**src/rtl/primogen_seek_if.sv**
```systemverilog
// Command/result handshake bundle for primogen_seek.
// master = command producer / result consumer, slave = the generator.
interface primogen_seek_if #(
  parameter int WIDTH = 16,
  parameter int CNT_W = 6
);
  logic             cmd_valid;
  logic             cmd_ready;
  logic             cmd_seek;
  logic [WIDTH-1:0] cmd_seed;
  logic             res_valid;
  logic             res_ready;
  logic [WIDTH-1:0] res;
  logic             res_error;
  logic [CNT_W-1:0] table_count;

  modport master (
    output cmd_valid, cmd_seek, cmd_seed, res_ready,
    input  cmd_ready, res_valid, res, res_error, table_count
  );

  modport slave (
    input  cmd_valid, cmd_seek, cmd_seed, res_ready,
    output cmd_ready, res_valid, res, res_error, table_count
  );
endinterface

```
**src/rtl/primogen_seek.sv**
```systemverilog
// Prime generator: NEXT prime after the last result, or smallest prime >= a seed.
// Trial division by cached odd primes, then by odd divisors past the table.
module primogen_seek #(
  parameter int WIDTH       = 16,
  parameter int TABLE_DEPTH = 32,
  parameter int CNT_W       = 6
) (
  input  logic           clk,
  input  logic           rst_n,
  primogen_seek_if.slave bus
);
  localparam int IDX_W = (TABLE_DEPTH > 1) ? $clog2(TABLE_DEPTH) : 1;
  localparam int BC_W  = $clog2(WIDTH);
  localparam int CW    = WIDTH + 1;
  localparam int SQ_W  = WIDTH + 3;

  typedef enum logic [2:0] {S_IDLE, S_CAND, S_TBL, S_DIV, S_FALL, S_DONE} state_e;

  function automatic logic [WIDTH-1:0] sat(input logic [SQ_W-1:0] v);
    return (|v[SQ_W-1:WIDTH]) ? {WIDTH{1'b1}} : v[WIDTH-1:0];
  endfunction

  state_e                              state_q;
  logic                                cmd_ready_q, res_valid_q, res_err_q;
  logic [WIDTH-1:0]                    res_q, res_sq_q;
  logic [CNT_W-1:0]                    cnt_q, idx_q;
  logic                                contig_q, seek_q, from_fall_q;
  logic [WIDTH-1:0]                    seed_q, c_q, c_sq_q, d_q, d_sq_q;
  logic [WIDTH-1:0]                    den_q, num_q, rem_q;
  logic [BC_W-1:0]                     bcnt_q;
  logic [TABLE_DEPTH-1:0][WIDTH-1:0]   tbl_p_q, tbl_sq_q;

  // Candidate formation; squares are advanced incrementally from res^2.
  // The SEEK square is never used because SEEK disables appends.
  logic [CW-1:0]    cand_raw_d, cand_d, c_step_d;
  logic             cand_bump;
  logic [WIDTH-1:0] cand_sq_d, c_step_sq_d;

  assign cand_raw_d = seek_q ? ((seed_q < WIDTH'(2)) ? CW'(2) : CW'(seed_q))
                             : CW'(res_q) + CW'(1);
  assign cand_bump  = !(cand_raw_d == CW'(2) || cand_raw_d[0]);
  assign cand_d     = cand_bump ? cand_raw_d + CW'(1) : cand_raw_d;
  assign cand_sq_d  = seek_q    ? {WIDTH{1'b1}}
                    : cand_bump ? sat(SQ_W'(res_sq_q) + (SQ_W'(res_q) << 2) + SQ_W'(4))
                                : sat(SQ_W'(res_sq_q) + (SQ_W'(res_q) << 1) + SQ_W'(1));
  assign c_step_d    = CW'(c_q) + CW'(2);
  assign c_step_sq_d = sat(SQ_W'(c_sq_q) + (SQ_W'(c_q) << 2) + SQ_W'(4));

  // Table lookups
  logic [IDX_W-1:0] last_i;
  logic [WIDTH-1:0] ent_p, ent_sq, last_p, last_sq, d0_d, d0_sq_d, d_step_sq_d;
  logic             tbl_end;

  assign tbl_end     = (idx_q == cnt_q);
  assign ent_p       = tbl_p_q[idx_q[IDX_W-1:0]];
  assign ent_sq      = tbl_sq_q[idx_q[IDX_W-1:0]];
  assign last_i      = IDX_W'(cnt_q - 1'b1);
  assign last_p      = tbl_p_q[last_i];
  assign last_sq     = tbl_sq_q[last_i];
  assign d0_d        = (cnt_q == '0) ? WIDTH'(3) : last_p + WIDTH'(2);
  assign d0_sq_d     = (cnt_q == '0) ? WIDTH'(9)
                     : sat(SQ_W'(last_sq) + (SQ_W'(last_p) << 2) + SQ_W'(4));
  assign d_step_sq_d = sat(SQ_W'(d_sq_q) + (SQ_W'(d_q) << 2) + SQ_W'(4));

  // One restoring-remainder step per cycle
  logic [CW-1:0]    rem_sh;
  logic [WIDTH-1:0] rem_d;
  logic             div_last;

  assign rem_sh   = {rem_q, num_q[WIDTH-1]};
  assign rem_d    = (rem_sh >= CW'(den_q)) ? WIDTH'(rem_sh - CW'(den_q)) : rem_sh[WIDTH-1:0];
  assign div_last = (bcnt_q == BC_W'(WIDTH - 1));

  // Search termination, shared by every state that can reach DONE
  logic             fin, fin_err, append;
  logic [WIDTH-1:0] fin_c, fin_sq;

  always_comb begin
    fin     = 1'b0;
    fin_err = 1'b0;
    fin_c   = c_q;
    fin_sq  = c_sq_q;
    unique case (state_q)
      S_CAND: begin
        fin_c  = cand_d[WIDTH-1:0];
        fin_sq = cand_sq_d;
        if (cand_d[WIDTH]) begin
          fin     = 1'b1;
          fin_err = 1'b1;
        end else if (cand_d <= CW'(3)) begin
          fin = 1'b1;
        end
      end
      // p >= c also covers saturated squares near the top of the range
      S_TBL:  if (!tbl_end && (ent_sq > c_q || ent_p >= c_q)) fin = 1'b1;
      S_FALL: if (d_sq_q > c_q || d_q >= c_q) fin = 1'b1;
      S_DIV:  if (div_last && rem_d == '0 && c_step_d[WIDTH]) begin
        fin     = 1'b1;
        fin_err = 1'b1;
      end
      default: ;
    endcase
  end

  assign append = fin && !fin_err && fin_c >= WIDTH'(3) && contig_q &&
                  cnt_q < CNT_W'(TABLE_DEPTH) && (cnt_q == '0 || fin_c > last_p);

  always_ff @(posedge clk or negedge rst_n) begin
    if (!rst_n) begin
      state_q     <= S_IDLE;
      cmd_ready_q <= 1'b1;
      res_valid_q <= 1'b0;
      res_err_q   <= 1'b0;
      res_q       <= WIDTH'(1);
      res_sq_q    <= WIDTH'(1);
      cnt_q       <= '0;
      idx_q       <= '0;
      contig_q    <= 1'b1;
      seek_q      <= 1'b0;
      from_fall_q <= 1'b0;
      seed_q      <= '0;
      c_q         <= '0;
      c_sq_q      <= '0;
      d_q         <= '0;
      d_sq_q      <= '0;
      den_q       <= '0;
      num_q       <= '0;
      rem_q       <= '0;
      bcnt_q      <= '0;
      tbl_p_q     <= '0;
      tbl_sq_q    <= '0;
    end else begin
      unique case (state_q)
        S_IDLE: if (bus.cmd_valid) begin
          seek_q      <= bus.cmd_seek;
          seed_q      <= bus.cmd_seed;
          res_err_q   <= 1'b0;
          cmd_ready_q <= 1'b0;
          state_q     <= S_CAND;
          if (bus.cmd_seek) contig_q <= 1'b0;
        end
        S_CAND: if (!fin) begin
          c_q     <= cand_d[WIDTH-1:0];
          c_sq_q  <= cand_sq_d;
          idx_q   <= '0;
          state_q <= S_TBL;
        end
        S_TBL: if (!fin) begin
          if (tbl_end) begin
            d_q     <= d0_d;
            d_sq_q  <= d0_sq_d;
            state_q <= S_FALL;
          end else begin
            den_q       <= ent_p;
            num_q       <= c_q;
            rem_q       <= '0;
            bcnt_q      <= '0;
            from_fall_q <= 1'b0;
            state_q     <= S_DIV;
          end
        end
        S_FALL: if (!fin) begin
          den_q       <= d_q;
          num_q       <= c_q;
          rem_q       <= '0;
          bcnt_q      <= '0;
          from_fall_q <= 1'b1;
          d_q         <= d_q + WIDTH'(2);
          d_sq_q      <= d_step_sq_d;
          state_q     <= S_DIV;
        end
        S_DIV: begin
          num_q  <= {num_q[WIDTH-2:0], 1'b0};
          rem_q  <= rem_d;
          bcnt_q <= bcnt_q + 1'b1;
          if (div_last) begin
            if (rem_d == '0) begin
              if (!c_step_d[WIDTH]) begin
                c_q     <= c_step_d[WIDTH-1:0];
                c_sq_q  <= c_step_sq_d;
                idx_q   <= '0;
                state_q <= S_TBL;
              end
            end else if (from_fall_q) begin
              state_q <= S_FALL;
            end else begin
              idx_q   <= idx_q + 1'b1;
              state_q <= S_TBL;
            end
          end
        end
        S_DONE: if (bus.res_ready) begin
          res_valid_q <= 1'b0;
          cmd_ready_q <= 1'b1;
          state_q     <= S_IDLE;
        end
        default: state_q <= S_IDLE;
      endcase

      if (fin) begin
        state_q     <= S_DONE;
        res_valid_q <= 1'b1;
        res_err_q   <= fin_err;
        if (!fin_err) begin
          res_q    <= fin_c;
          res_sq_q <= fin_sq;
        end
        if (append) begin
          tbl_p_q[cnt_q[IDX_W-1:0]]  <= fin_c;
          tbl_sq_q[cnt_q[IDX_W-1:0]] <= fin_sq;
          cnt_q                      <= cnt_q + 1'b1;
        end
      end
    end
  end

  assign bus.cmd_ready   = cmd_ready_q;
  assign bus.res_valid   = res_valid_q;
  assign bus.res         = res_q;
  assign bus.res_error   = res_err_q;
  assign bus.table_count = cnt_q;
endmodule

```
**src/flat_wrapper.sv**
```systemverilog
// flat-port wrapper written by rule: the top's interface ports become plain ports
module primogen_seek_flat 
#(
  parameter int WIDTH       = 16,
  parameter int TABLE_DEPTH = 32,
  parameter int CNT_W       = 6
)
  (clk, rst_n, bus_cmd_valid, bus_cmd_seek, bus_cmd_seed, bus_res_ready, bus_cmd_ready, bus_res_valid, bus_res, bus_res_error, bus_table_count);
  primogen_seek_if #(.WIDTH(WIDTH), .CNT_W(CNT_W)) bus_i ();
  input  logic clk;
  input  logic rst_n;
  input wire logic [$bits(bus_i.cmd_valid)-1:0] bus_cmd_valid;
  input wire logic [$bits(bus_i.cmd_seek)-1:0] bus_cmd_seek;
  input wire logic [$bits(bus_i.cmd_seed)-1:0] bus_cmd_seed;
  input wire logic [$bits(bus_i.res_ready)-1:0] bus_res_ready;
  output wire logic [$bits(bus_i.cmd_ready)-1:0] bus_cmd_ready;
  output wire logic [$bits(bus_i.res_valid)-1:0] bus_res_valid;
  output wire logic [$bits(bus_i.res)-1:0] bus_res;
  output wire logic [$bits(bus_i.res_error)-1:0] bus_res_error;
  output wire logic [$bits(bus_i.table_count)-1:0] bus_table_count;
  assign bus_i.cmd_valid = bus_cmd_valid;
  assign bus_i.cmd_seek = bus_cmd_seek;
  assign bus_i.cmd_seed = bus_cmd_seed;
  assign bus_i.res_ready = bus_res_ready;
  assign bus_cmd_ready = bus_i.cmd_ready;
  assign bus_res_valid = bus_i.res_valid;
  assign bus_res = bus_i.res;
  assign bus_res_error = bus_i.res_error;
  assign bus_table_count = bus_i.table_count;
  primogen_seek #(.WIDTH(WIDTH), .TABLE_DEPTH(TABLE_DEPTH), .CNT_W(CNT_W)) u_core (.clk(clk), .rst_n(rst_n), .bus(bus_i));
endmodule
```
**config.mk**
```make
export PLATFORM = sky130hd
export DESIGN_NAME = primogen_seek_flat
export DESIGN_NICKNAME = d
export VERILOG_FILES = /design/src/rtl/primogen_seek_if.sv /design/src/rtl/primogen_seek.sv /design/src/flat_wrapper.sv
export SDC_FILE = /design/constraint.sdc
export NUM_CORES = 2
export LEC_CHECK = 0
export CAP_MARGIN = 30
export CORE_ASPECT_RATIO = 1.5
export CORE_UTILIZATION = 50
export CTS_CLUSTER_DIAMETER = 50
export DETAILED_ROUTE_END_ITERATION = 12
export DONT_BUFFER_PORTS = 1
export PLACE_DENSITY = 0.8
export SKIP_CTS_REPAIR_TIMING = 1
export SYNTH_ARGS = -nofsm -noshare
export SYNTH_HDL_FRONTEND = slang
export SYNTH_SLANG_ARGS = --single-unit
```
**constraint.sdc**
```tcl
create_clock -name clk -period 9.6 [get_ports clk]
set_input_delay 1.92 -clock clk [delete_from_list [all_inputs] [get_ports clk]]
set_output_delay 1.92 -clock clk [all_outputs]
set_load 0.1 [all_outputs]
```
# After elaboration in Yosys (flattened, before gate mapping)
# Cells that the tools add are included.
[classes]
n_addsub = 20
order_cmp = 14
n_eq_ne = 24
muxes = 96
n_bitwise = 1
reduce_logical = 44
[ops]
columns = ["op", "count"]
rows = [
  ["512-bit bitwise mux", 2],
  ["16-bit 2-to-1 mux", 41],
  ["16-bit binary-select mux with 5-bit select", 4],
  ["16-bit one-hot mux with 2 select lines", 5],
  ["16-bit one-hot mux with 3 select lines", 2],
  ["16-bit demux with 5-bit select", 1],
  ["16-bit by 18-bit adder with 19-bit output", 4],
  ["19-bit by 3-bit adder with 19-bit output, second input constant", 4],
  ["16-bit greater-than comparator", 3],
  ["17-bit 2-to-1 mux", 2],
  ["16-bit by 2-bit adder with 16-bit output, second input constant", 2],
  ["16-bit >= comparator", 2],
  ["6-bit 2-to-1 mux", 5],
  ["3-bit 2-to-1 mux", 8],
  ["19-bit by 1-bit adder with 19-bit output, second input constant", 1],
  ["16-bit by 17-bit adder with 18-bit output", 1],
  ["5-bit by 6-bit less-than comparator with 1-bit output, second input constant", 3],
  ["3-bit one-hot mux with 6 select lines", 1],
  ["16-bit by 1-bit adder with 17-bit output, second input constant", 1],
  ["16-bit by 2-bit adder with 17-bit output, second input constant", 1],
  ["17-bit by 1-bit adder with 17-bit output, second input constant", 1],
  ["17-bit by 2-bit == test with 1-bit output, second input constant", 1],
  ["17-bit by 16-bit >= comparator with 1-bit output", 1],
  ["17-bit by 2-bit less-or-equal comparator with 1-bit output, second input constant", 1],
  ["other kinds (39)", 102],
]
[totals]
ff_bits = 1209
output_inout_bits = 25

# Longest topological paths before layout
[depth]
word_depth = 16
depth_mapped = 36
depth_no_buf = 21

# Least setup slack after synthesis
# OpenSTA, ideal clock, no wires.
[synth_timing]
path_type = "reg2reg"
from = "register u_core.cnt_q[0] (netlist: u_core.bus.table_count[0])"
to = "register u_core.d_sq_q[10]"
setup_time_ns = 0.134
arrival_time_ns = 10.058
required_ns = 9.466
path_slack_ns = -0.591
path_stages_with_launch = 36
path_buffers = 17
cell_sequence = "dfrtp_1 -> buf_4 -> buf_2 -> buf_4 -> buf_4 -> buf_4 -> buf_4 -> buf_2 -> clkbuf_1 -> buf_2 -> inv_1 -> ha_1 -> buf_2 -> buf_2 -> buf_1 -> buf_2 -> buf_1 -> clkbuf_1 -> clkbuf_1 -> clkbuf_1 -> mux4_2 -> mux4_2 -> nand2_1 -> nand2_1 -> ha_1 -> ha_1 -> fa_1 -> a21oi_1 -> o2111ai_1 -> a21bo_2 -> a211o_1 -> a21o_1 -> a211o_1 -> nand2b_1 -> o21ai_0 -> o31ai_1"
[synth_via]
elab_chain_cells = 11
[synth_lines]
columns = ["element", "line_no", "source"]
rows = [
  ["start: declaration", "primogen_seek.sv:26", "logic [CNT_W-1:0] cnt_q, idx_q;"],
  ["start signal: assignment", "primogen_seek.sv:211", "cnt_q <= cnt_q + 1'b1;"],
  ["5-bit by 1-bit subtractor with 5-bit output *", "primogen_seek.sv:57", "assign last_i = IDX_W'(cnt_q - 1'b1);"],
  ["named net u_core.last_i[0]", "primogen_seek.sv:50", "logic [IDX_W-1:0] last_i;"],
  ["16-bit binary-select mux with 5-bit select (on tied branches)", "primogen_seek.sv:59, primogen_seek.sv:58", ""],
  ["16-bit 2-to-1 mux (on tied branches)", "primogen_seek.sv:59, primogen_seek.sv:58", ""],
  ["16-bit by 18-bit adder with 19-bit output *", "primogen_seek.sv:62", ": sat(SQ_W'(last_sq) + (SQ_W'(last_p) << 2) + SQ_W'(4));"],
  ["19-bit by 3-bit adder with 19-bit output *", "primogen_seek.sv:62", ""],
  ["3-bit OR reduction", "primogen_seek.sv:20", "return (|v[SQ_W-1:WIDTH]) ? {WIDTH{1'b1}} : v[WIDTH-1:0];"],
  ["16-bit 2-to-1 mux *", "primogen_seek.sv:20", ""],
  ["16-bit 2-to-1 mux *", "primogen_seek.sv:61", "assign d0_sq_d = (cnt_q == '0) ? WIDTH'(9)"],
  ["16-bit 2-to-1 mux *", "primogen_seek.sv:149", "if (tbl_end) begin"],
  ["16-bit 2-to-1 mux *", "primogen_seek.sv:148", "S_TBL: if (!fin) begin"],
  ["16-bit one-hot mux with 2 select lines *", "primogen_seek.sv:133", "unique case (state_q)"],
  ["end signal: assignment", "primogen_seek.sv:151", "d_sq_q <= d0_sq_d;"],
  ["end signal: assignment", "primogen_seek.sv:169", "d_sq_q <= d_step_sq_d;"],
  ["end: declaration", "primogen_seek.sv:28", "logic [WIDTH-1:0] seed_q, c_q, c_sq_q, d_q, d_sq_q;"],
]
# The timed path passes the listed nets; every way through them passes the cells marked *. The select of a mux whose other input is x is not followed.
# A chain may end at the register's enable or synchronous reset.

# Worst setup path in the final report
[layout_timing]
from = "register u_core.cnt_q[0] (netlist: u_core.bus.table_count[0])"
to = "register u_core.d_sq_q[12]"
# The elaborated chain is that of the path after synthesis.

==> results by group <==
STA
  – Fin Clk Skew: approximately 56 ps
  – Final Hold Vio Count: 0
  – Setup TNS: 0 ps
  – Unrepaired setup endpoints after global routing: no
  – Worst-margin pin slew: 1240 ps
  – Tcrit/Tclk final: 83.3%
  – Worst slew margin: between 15 and 20%
  – Final setup violation count: 0
  – Final worst slack: about 1600 ps
  – Max-slew violation count: 0
  – Tmin final: 7990 ps
  – Max Clk Rate: approximately 0.13 GHz

Power
  – Psw: roughly 7 mW
  – Seq pwr share: 33.7%
  – PD cells: 211 nW/um2
  – Int Pwr: between 10 and 15 mW
  – Comb pwr share: approximately two fifths
  – Peak supply drop: between 0.0002 and 0.00025 V
  – Leak: between 30 and 40 nW
  – Sw Ratio: 41.0%
  – Clock Power Share: between 20% and 30%

Synthesis
  – Syn_area_per_cell: between 10 and 15 um2
  – Area contributors post-synth: dfrtp_1 (40%), mux4_2 (19%), mux2_4 (14%)
  – Compound-gate portion of the synthesized area: between 5 and 6%
  – Post-synthesis adder-cell area fraction: between 4 and 5%
  – Cell taking the most area after synthesis: dfrtp_1
  – Mapped Cells: roughly 5,400
  – Post-synthesis mux area share: 39.3%
  – Main combinational cell family by area after synthesis: multiplexers
  – Post-synthesis simple-gate area fraction: 5.67%
  – Primary FF master, synth: dfrtp_1
  – Cell Area, Synth: between 70,000 and 80,000 um2
  – Yosys cell types: 99
  – Synthesized Nets: 5,698
  – Synth warnings: 0
  – Sequential share of the synthesized area: 40.2%
  – Top cell type's share of synthesized area: between 40% and 50%
  – Post-synth EDFFs: 0
  – Seq cells post-synth: 1,209
  – Ys async rst share: 100%
  – XOR/XNOR Fraction of Synth Area: 1.19%

Cells and area
  – Commonest non-fill, non-tap cell in the layout: dfrtp_1
  – Fin nets: between 5,000 and 6,000
  – # fillers: 11,431
  – Layout area overhead: 7.97%
  – Ratio of cells with drive above 1 in the final layout: a little under two fifths
  – Biggest registers after layout: u_core.tbl_p_q: 512 flops, u_core.tbl_sq_q: 512 flops
  – Commonest cells after routing, fill and taps aside: dfrtp_1 (1,196), mux2_4 (720), mux4_2 (620)

Clocking
  – H-tree levels: 3
  – Clk pin slew, worst setup/hold paths: roughly 70 ps
  – Maximum root-to-sink buffer count: 3
  – Num Clock Sinks: ~1,200
  – Clk_lat worst skew: slightly below 800 ps
  – Total CTS buffers: between 100 and 150
  – CTS tree: done
  – Root Driver: clkbuf_16

Floorplanning
  – Chip Width: roughly 320 um
  – Rows: ~170
  – Height of the die: 477 um
  – Die area: around 150,000 um2
  – Starting Density: 50.3%
  – Core region area: 150,000 um2
  – Ports: 46

Detailed routing
  – Initial drt markers: approximately 6,400
  – Drt via density: 7.11
  – Drc violations: 0
  – DR WL/cell: roughly 33 um
  – Via Count: around 52,000
  – Post-Route WL: ~240 mm
  – DR pass1 iterations: 6
  – Routed Antenna Nets: 0

Setup path
  – Reg2reg end: u_core.d_sq_q[12]$_DFFE_PN0P_
  – Worst Setup End Kind: flip-flop
  – CP startpoint kind: flip-flop
  – Worst path arrival time: about 8600 ps
  – WP data required: between 10,000 and 15,000 ps
  – Reg-to-Reg Start: u_core.bus.table_count[0]$_DFFE_PN0P_
  – R2r setup slk: about 1600 ps
  – R2R depth: 18
  – CP Class: flip-flop to flip-flop
  – Max FO, Critical Path: 70

Min path
  – Hold Startpoint: u_core.bcnt_q[3]$_DFFE_PN0P_
  – HP Class: flip-flop to flip-flop
  – Worst Hold End: u_core.bcnt_q[3]$_DFFE_PN0P_
  – Hold path cells: 1

GRT
  – Initial antenna violation count: 6
  – GR Util All Layers: 31.4%
  – Total congestion overflow: 0
  – First-pass GRT wire length: 357 mm
  – Largest net degree at the start of global routing: approximately 180
  – Number of global-route vias before repair: ~54,000

Status
  – Status: finished clean

Placed design
  – Number of port buffers: 0
  – Post-DP HPWL: between 150 and 200 mm
  – Dpl ws: 1910 ps
  – Gpl congestion: about 1

Run
  – MaxCap Viol Count: 0
==> stage by stage <==
stage	instance area, um2	hold WS (ps)	total power, mW	util (%)	std cells
after detailed placement	77500	484	12.3	51.7	7064
final	81400	497	17.1	54.3	7265
after floorplan	75400	449	10.1	-	5437
after global placement	77100	467	12.1	51.4	7045
after CTS	81300	494	17.0	54.3	7263
after global routing	81400	534	17.8	54.3	7265
==> layout make-up <==
class | count | area (um2) | area share (%)
Sequential cell | 1209 | 30300 | 37.2
Timing Repair Buffer | 160 | 1760 | 2.16
Inverter | 103 | 387 | 0.475
Multi-Input combinational cell | 3657 | 42700 | 52.5
Clock inverter | 54 | 776 | 0.953
Tap cell | 1936 | 2420 | 2.98
Antenna cell | 1 | 2.50 | 0.00308
Clock buffer | 145 | 3050 | 3.75
==> power by group through the flow <==
stage / clock network (mW) / logic [mW] / registers, mW
after floorplan: 0 / 4.27 / 5.84
after global placement: 0 / 6.23 / 5.87
after detailed placement: 0 / 6.43 / 5.86
after CTS: 4.80 / 6.45 / 5.76
after global routing: 5.00 / 7.03 / 5.80
final: 4.79 / 6.58 / 5.78
==> kinds of logic (layout without fill, tap and decap cells) <==
logic type	count (synthesis)	after routing
multiplexers	1780	1780
AND/OR/NAND/NOR	878	878
flip-flops	1209	1209
XOR/XNOR	102	102
buffers and inverters	571	462
AO/OA/AOI/OAI	657	657
adder cells (fa/ha/maj)	240	240
other	0	1
==> synthesized netlist by cell type (all sizes together) (13+ instances only) <==
cell type  instances
a21oi            137
o31ai             30
nor2b             13
o21a              23
mux4             620
buf              203
o211ai            14
dfrtp           1205
or3               17
clkbuf           265
xor2              38
a31oi             50
nor3              53
inv              103
ha               234
mux2            1100
o21ai            166
nand4             41
a211oi            19
mux2i             60
a21o              26
nand3            103
xnor2             64
and3              49
o22ai             24
nand2b            24
nor2             207
nand2            268
nor4              25
==> per-layer routing <==
| metal | wire length [um] | GRT usage (%) | share of wire [%] | vias up |
|---|---|---|---|---|
| li1 | - | - | - | 20406 |
| met1 | 80100 | 36.6 | 34 | 26687 |
| met2 | 113000 | 49.9 | 47 | 3523 |
| met3 | 23300 | 7.30 | 9.8 | 1025 |
| met4 | 22400 | 25.2 | 9.4 | 4 |
| met5 | 22 | 0 | 0.0092 | - |
==> worst max-delay path, cell delays in order (launching register included) <==
cell and delay (ps):
dfrtp_4 1010, inv_1 280, ha_4 1010, buf_12 490, mux4_2 400, mux4_2 510, nand2_1 100, nand2_1 380
ha_1 500, ha_1 320, a211o_1 300, a2111oi_0 550, o21ai_0 330, a41oi_1 330, o21ai_0 120, a211o_1 440
nand2b_1 290, o21ai_0 270, o31ai_1 100
==> worst max path at each step <==
stage,to,start,cells past startpoint
4_1_cts,u_core.d_sq_q[12]$_DFFE_PN0P_,u_core.bus.table_count[0]$_DFFE_PN0P_,18
5_1_grt,u_core.d_sq_q[12]$_DFFE_PN0P_,u_core.bus.table_count[0]$_DFFE_PN0P_,18
3_3_place_gp,u_core.tbl_sq_q[386]$_DFFE_PN0P_,u_core.bus.table_count[0]$_DFFE_PN0P_,16
3_5_place_dp,u_core.d_sq_q[12]$_DFFE_PN0P_,u_core.bus.table_count[0]$_DFFE_PN0P_,18
6_report,u_core.d_sq_q[12]$_DFFE_PN0P_,u_core.bus.table_count[0]$_DFFE_PN0P_,18
2_1_floorplan,u_core.d_sq_q[10]$_DFFE_PN0P_,u_core.bus.table_count[0]$_DFFE_PN0P_,35
Note: power is estimated with default switching activity, not from simulation.
